==> config.mk <==
export PLATFORM = sky130hd
export DESIGN_NAME = dffram_arbiter
export DESIGN_NICKNAME = d
export VERILOG_FILES = /design/src/rtl/dffram_arbiter.sv
export SDC_FILE = /design/constraint.sdc
export NUM_CORES = 1
export LEC_CHECK = 0
export ABC_AREA = 1
export BUFFER_PORTS_ARGS = -buffer_cell sky130_fd_sc_hd__buf_2
export CAP_MARGIN = 20
export CORE_AREA = 2 2 114 116
export DETAILED_ROUTE_END_ITERATION = 12
export DIE_AREA = 0 0 116 118
export HOLD_SLACK_MARGIN = 0.15
export PLACE_DENSITY = 0.49
export SYNTH_ARGS = -nofsm -noshare
export SYNTH_HDL_FRONTEND = slang
export SYNTH_SLANG_ARGS = --single-unit
export TNS_END_PERCENT = 20
==> constraint.sdc <==
create_clock -name CLK -period 2.8 [get_ports CLK]
set_input_delay 0.14 -clock CLK [delete_from_list [all_inputs] [get_ports CLK]]
set_output_delay 0.14 -clock CLK [all_outputs]
set_load 0.1 [all_outputs]
==> src/rtl/dffram_arbiter.sv <==
// Round-robin arbiter sharing one single-port DFFRAM word memory between an
// ifetch port (0) and a data port (1); out-of-window accesses get an error response.

module dffram_arbiter_port #(
  parameter int unsigned TW       = 18,
  parameter logic [TW-1:0] BASE_TAG = '0,
  parameter int unsigned IDX      = 0
) (
  input  logic [TW-1:0] tag,
  input  logic          resp_vld,
  input  logic          resp_port,
  input  logic          resp_err,
  input  logic [31:0]   mem_do,
  output logic          hit,
  output logic          rvalid,
  output logic          err,
  output logic [31:0]   rdata
);
  assign hit    = (tag == BASE_TAG);
  assign rvalid = resp_vld && (resp_port == 1'(IDX));
  assign err    = rvalid && resp_err;
  // Read data is a shared bus; zero it when idle or for an errored access.
  assign rdata  = (resp_vld && !resp_err) ? mem_do : 32'h0;
endmodule

module dffram_arbiter #(
  parameter logic [31:0] BASE_ADDR = 32'h0000_0000,
  parameter int          AW        = 12
) (
  input  logic          CLK,
  input  logic          RST,
  input  logic          req0_i,
  input  logic          we0_i,
  input  logic [3:0]    be0_i,
  input  logic [31:0]   addr0_i,
  input  logic [31:0]   wdata0_i,
  input  logic          req1_i,
  input  logic          we1_i,
  input  logic [3:0]    be1_i,
  input  logic [31:0]   addr1_i,
  input  logic [31:0]   wdata1_i,
  output logic          gnt0_o,
  output logic          gnt1_o,
  output logic          rvalid0_o,
  output logic          rvalid1_o,
  output logic [31:0]   rdata0_o,
  output logic [31:0]   rdata1_o,
  output logic          err0_o,
  output logic          err1_o,
  output logic          mem_en_o,
  output logic [3:0]    mem_we_o,
  output logic [AW-1:0] mem_a_o,
  output logic [31:0]   mem_di_o,
  input  logic [31:0]   mem_do_i
);
  localparam int NP = 2;
  localparam int TW = 32 - (AW + 2);

  logic [NP-1:0]       req, we, gnt, hit, rvalid, err;
  logic [NP-1:0][3:0]  be;
  logic [NP-1:0][31:0] addr, wdata, rdata;
  logic                last, sel, resp_port, resp_err;
  logic [1:0]          vld_pipe;
  logic                unused_lo;

  assign req   = {req1_i, req0_i};
  assign we    = {we1_i, we0_i};
  assign be    = {be1_i, be0_i};
  assign addr  = {addr1_i, addr0_i};
  assign wdata = {wdata1_i, wdata0_i};
  assign unused_lo = ^{addr0_i[1:0], addr1_i[1:0]};

  // Tie goes to the port that did not win last; nothing is granted under reset.
  always_comb begin
    gnt    = '0;
    gnt[0] = !RST && req[0] && (!req[1] || last);
    gnt[1] = !RST && req[1] && (!req[0] || !last);
  end

  // With no grant sel is 0, so the memory bus idles on the port-0 inputs.
  assign sel = gnt[1];

  always_comb begin
    vld_pipe[0] = |gnt;
  end

  assign mem_en_o = vld_pipe[0] && hit[sel];
  assign mem_we_o = (mem_en_o && we[sel]) ? be[sel] : 4'b0000;
  assign mem_a_o  = addr[sel][AW+1:2];
  assign mem_di_o = wdata[sel];

  always_ff @(posedge CLK or posedge RST) begin
    if (RST) begin
      last        <= 1'b1;
      vld_pipe[1] <= 1'b0;
      resp_port   <= 1'b0;
      resp_err    <= 1'b0;
    end else begin
      vld_pipe[1] <= vld_pipe[0];
      if (vld_pipe[0]) begin
        last      <= sel;
        resp_port <= sel;
        resp_err  <= !hit[sel];
      end
    end
  end

  for (genvar p = 0; p < NP; p++) begin : g_port
    dffram_arbiter_port #(
      .TW       (TW),
      .BASE_TAG (BASE_ADDR[31:AW+2]),
      .IDX      (p)
    ) u_port (
      .tag       (addr[p][31:AW+2]),
      .resp_vld  (vld_pipe[1]),
      .resp_port (resp_port),
      .resp_err  (resp_err),
      .mem_do    (mem_do_i),
      .hit       (hit[p]),
      .rvalid    (rvalid[p]),
      .err       (err[p]),
      .rdata     (rdata[p])
    );
  end

  assign gnt0_o    = gnt[0];
  assign gnt1_o    = gnt[1];
  assign rvalid0_o = rvalid[0];
  assign rvalid1_o = rvalid[1];
  assign err0_o    = err[0];
  assign err1_o    = err[1];
  assign rdata0_o  = rdata[0];
  assign rdata1_o  = rdata[1];
endmodule
==> results of run 1 <==
[routing by layer]
metal  part of all wire [%]  vias up
li1                       -     1404
met1                     36     1053
met2                     53      170
met3                     10        2
met4                   0.45        0
met5                      0        -
[report_power, final]
group          leakage, nW  switching, mW  internal (mW)  total, mW
Sequential          0.0432        0.00470         0.0661     0.0708
Clock               0.0382         0.0387          0.188      0.227
Combinational         2.16          0.635          0.197      0.832
Total                 2.24          0.679          0.451       1.13
[critical path, stage by stage]
cell	delay (ns)
dlygate4sd3_1	0.55
buf_2	0.14
inv_2	0.12
nand3_4	0.08
buf_4	0.30
nor2_1	0.15
nand3_1	0.10
nand2_2	0.10
nand2_2	0.09
nor2_1	0.19
buf_12	0.20
[logic make-up after synthesis]
kind of cell | Yosys count | share of synthesized area (%)
AOI/OAI and AO/OA | 1 | 0.3369
DFF | 4 | 6.830
and+or+nand+nor | 234 | 61.05
buffers and inverters | 89 | 31.79
[cell type report]
cell class | instances | area, um^2 | area share, %
Clock buffer | 4 | 78.83 | 2.536
Inverter | 44 | 165.2 | 5.314
Multi-Input combinational cell | 235 | 910.9 | 29.31
Sequential cell | 4 | 101.3 | 3.261
Tap cell | 172 | 215.2 | 6.924
Timing Repair Buffer | 292 | 1637 | 52.66
[per-stage QoR]
stage	util, %	cells	hold slack [ns]	setup slack (ns)	setup TNS, ns
4_1_cts	25.04	751	0.2493	0.4269	0
3_3_place_gp	24.32	746	0.04233	0.8321	0
2_1_floorplan	-	328	-0.09948	-0.0008458	-0.003383
5_1_grt	25.04	751	0.3014	0.2730	0
3_5_place_dp	24.32	746	0.03760	0.8230	0
6_report	25.04	751	0.2461	0.4888	0
[registers in the layout, indices dropped and copies added, names as in the netlist]
register   count
last           1
resp_err       1
resp_port      1
vld_pipe       1
[cells in the final DEF (no fill, tap or decap), drive strengths merged]
cell type,count
o21ai,1
nor3,1
inv,44
nor2,63
buf,291
dfrtp,3
dlygate4sd3,1
nand2,165
clkbuf,4
or2,2
dfstp,1
nand3,3
[path summary, 6_finish.rpt]
| path | start | to | slack, ns | cells past startpoint |
|---|---|---|---|---|
| worst max-delay path | RST | mem_we_o[1] | 0.49 | 11 |
| worst min-delay path | req0_i | last$_DFFE_PP1P_ | 0.25 | 4 |
| worst max register to register | last$_DFFE_PP1P_ | resp_err$_DFFE_PP0P_ | 1.26 | 6 |
| worst min register to register | last$_DFFE_PP1P_ | last$_DFFE_PP1P_ | 0.51 | 2 |
| max in group asynchronous | RST | last$_DFFE_PP1P_ | 2.20 | 3 |
| min in group asynchronous | RST | vld_pipe[1]$_DFF_PP0_ | 0.38 | 3 |
==> results.toml, run 1 <==
[place]
io_buffers = 288
gp_congestion = 0.7326
postPlaceCellArea_um2 = 3019
hpwlAfterDp_um = 6702

[floorplanning]
dieArea_um2 = 13690
rows = 41
die_x_um = 116
start_util_pct = 11.95
die_h_um = 118
io_pins = 293
core_area_um2 = 12410

[global_route]
grt_antenna_before_repair = 0
grt_pass1_vias = 2464
grt_pass1_wl_um = 11010
track_usage_pct = 10.14
grt.met3_usage_pct = 2.111
grt_max_degree = 54
grt-ovfl-total = 0
use_met1_pct = 9.981
grt_use_met2_pct = 21.20
busiest_layer = "met2"

[drt]
drt_iter0_markers = 31
routedWlPerCell_um = 10.02
ant_nets = 0
drt-pass1-iter-count = 2
drc = 0
wirelength_um = 7527
vias_per_cell = 3.501
via_count = 2629

[clocking]
path_clk_slew_ns = 0.03
hold_buffers = 1
numCtsBuffers = 3
htreeDepth = 1
cts_root_buf = "clkbuf_16"
clkLatencyLatePin_ns = 0.22
cts_tree = "yes"
postCtsResizedCells = 0
clock-sinks = 4
clockBufferDepth = 2
postCtsSetupRepairBufs = 0

[sta]
worst_slew_pin_slew_ns = 0.5313
hold_violations = 0
finalClockSkew_ns = 0.004214
min_period_over_period_pct = 82.54
slew_headroom_pct = 64.58
fin_crit_ns = 2.311
fmax_mhz = 432.7
rsz0062_at_grt = "no"
maxSlewViolCount = 0
setup_viol = 0

[worst_setup_path]
cp.required_ns = 2.66
path_class = "in -> out"
end_kind = "primary output"
worstPathMaxFanout = 53
start_kind = "input port"
arrival_ns = 2.17

[synthesis]
synth_common_cells = "nand2_1, nor2_1, inv_1, buf_4, clkbuf_1"
syn_avg_cell_area_um2 = 4.524
syn_area_um2 = 1484
yosys_warnings = 0
synth_edf_count = 0
yosys.cell_types.count = 16
syn_nets = 502
ys_ff_latch = 4
synth.top_cell.area_share_pct = 41.23
synthArstFlopShare_pct = 100.0
synth.most_common_cell = "nand2_1"
synth_top_cell_by_area = "nand2_1"
synth_area_leaders = "nand2_1, buf_4, nor2_1"
synth_flop_cell = "dfrtp_1"
netlist_instances = 328
ys_seq_area_share_pct = 6.830

[layout]
post_route_cells_drive_above_1_share_pct = 51.81
final_area_um2 = 3108
syn_to_final_growth_pct = 109.4
nets = 754
nFillCells = 1489
n_antenna_cell = 0

[power_and_ir_drop]
total_power_mw = 1.130
ir_drop_uv = 156.6
powerDensity_nw_per_um2 = 363.4
cellLeakagePower_nw = 2.241

[run]
drv_cap = 0

[hold_path]
hp-class = "in -> reg"

[status]
outcome = "finished, final reports clean"
No activity file was read; power rests on OpenSTA's default activity.
==> run 2: changes to the inputs <==
Settings changed: CORE_AREA 2 2 114 116 to 2 2 115 117, DIE_AREA 0 0 116 118 to 0 0 117 119, PLACE_DENSITY 0.49 to 0.5.
Clock period 2.8 ns to 2.1 ns, I/O delays scaled along.
==> run 2 against run 1 <==
Against the previous run:
- register-to-register slack got worse by 0.34 ns
- combinational power increased by 66%
- sequential cell count did not move
- first-iteration DRC count increased by 94%
- critical path type is now reg -> out
- largest power group unchanged
==> results.toml, run 2 (same netlist as run 1, synthesis figures left out) <==
[drt]
via_count = 2684
drt-pass1-iter-count = 4
routedWlPerCell_um = 10.75
drc = 0
drt_iter0_markers = 60
vias_per_cell = 3.555
ant_nets = 0
wirelength_um = 8116

[status]
outcome = "finished, final reports clean"

[place]
dp_slack_ns = 0.3162
io_buffers = 288
gp_congestion = 0.7117
dp.cells = 750
hpwlAfterDp_um = 7223

[floorplanning]
io_pins = 293
dieArea_um2 = 13920
die_x_um = 117
rows = 42
die_h_um = 119
core_area_um2 = 12870
start_util_pct = 11.53

[sta]
finalClockSkew_ns = 0.003768
worst_slew_pin_slew_ns = 0.5910
min_period_over_period_pct = 91.95
fmax_mhz = 517.9
maxSlewViolCount = 0
rsz0062_at_grt = "no"
hold_violations = 0
setup_viol = 0
slew_headroom_pct = 60.60
fin_crit_ns = 1.931
layout_setup_ws_ns = 0.1691

[power_and_ir_drop]
total_power_mw = 1.774
ir_drop_uv = 231.8
cellLeakagePower_nw = 2.444
powerDensity_nw_per_um2 = 457.6

[layout]
nFillCells = 1431
syn_to_final_growth_pct = 161.3
post_route_cells_drive_above_1_share_pct = 58.03
final_common_cell = "buf_2"
nets = 754
n_antenna_cell = 0
final_core_util_pct = 30.12
fin_cells = 755
most-common-layout-cells = "buf_2, nand2_1, buf_12"

[global_route]
grt_max_degree = 50
grt_pass1_wl_um = 12080
track_usage_pct = 11.16
grt-ovfl-total = 0
grt_pass1_vias = 2561
grt_antenna_before_repair = 0

[worst_setup_path]
r2r_end = "resp_err$_DFFE_PP0P_"
cpMostUsedCell = "nand2_1"
end_kind = "primary output"
r2r-start = "last$_DFFE_PP1P_"
slowest_delay_ns = 0.52
cp.required_ns = 2.00
path_class = "reg -> out"
startpoint = "last$_DFFE_PP1P_"
start_kind = "register"
slowest_stage = "dfstp_2"
worstPathMaxFanout = 49
r2r_setup_slack_ns = 0.92
worstRegToRegCells = 7
arrival_ns = 1.83
cp_cell_sequence = "nand2_1, nand3_4, buf_12, nand2_1, nand2_1, nand2_2, nor2_2, buf_12"

[hold_path]
hp-class = "in -> reg"
hold_path_end = "last$_DFFE_PP1P_"
worstHoldStart = "req0_i"
hold_depth = 4

[clocking]
htreeDepth = 1
clkLatencyLatePin_ns = 0.22
cts_tree = "yes"
clockBufferDepth = 2
numCtsBuffers = 3
path_clk_slew_ns = 0.03
cts_root_buf = "clkbuf_16"
clock-sinks = 4

[run]
drv_cap = 0
-- run 2: cell counts in the layout (fill, tap and decap cells not counted) --
Identical to the previous run, type by type.
-- run 2: per-stage QoR --
step           area (um^2)  TNS [ns]  hold WS, ns
6_report              3877         0       0.2150
5_1_grt               3877         0       0.2551
4_1_cts               3874         0       0.2225
3_5_place_dp          3785         0   -0.0001756
3_3_place_gp          3785         0    -0.001654
2_1_floorplan         1639    -4.210      -0.1345
-- run 2: report_power, final --
group          switching [mW]  total, mW  internal (mW)
sequential            0.00724     0.0953         0.0881
clock                  0.0505      0.301          0.250
combinational           0.904       1.38          0.474
total                   0.962       1.77          0.812
-- run 2: worst max-delay path: cells and delay by family (launching register included) --
| kind | cells | cell delay [ns] |
|---|---|---|
| simple gates | 6 | 0.66 |
| flops | 1 | 0.52 |
| buf+inv | 2 | 0.41 |
-- run 2: layout make-up --
type	instances	area, um^2	area share, %
clock buffers	4	78.83	2.033
multi-input cells	235	1069	27.56
well taps	176	220.2	5.679
inverters	44	165.2	4.259
flip-flops and latches	4	101.3	2.614
repair buffers	292	2243	57.86
-- run 2: how the worst max path moves through the flow --
stage / end / slack (ns) / depth (start not counted)
finish: mem_we_o[0] / 0.17 / 8
global route: mem_we_o[0] / 0.03 / 8
CTS: mem_we_o[0] / 0.09 / 9
detailed placement: mem_we_o[0] / 0.32 / 9
global placement: mem_we_o[0] / 0.33 / 9
floorplan: rdata1_o[29] / -0.34 / 4
-- run 2: per-layer routing --
| metal | GRT usage (%) | vias up | part of all wire [%] |
|---|---|---|---|
| li1 | - | 1407 | - |
| met1 | 10.78 | 1095 | 35 |
| met2 | 22.62 | 180 | 53 |
| met3 | 3.613 | 2 | 12 |
| met4 | 1.765 | 0 | 0.47 |
| met5 | 0 | - | 0 |
-- run 2: timing repair --
item	4_1_cts	5_1_grt
setup buffers	0	0
hold endpoints to repair	4	0
gates resized for setup	0	1
setup endpoints to repair	0	1
hold buffers	1	0
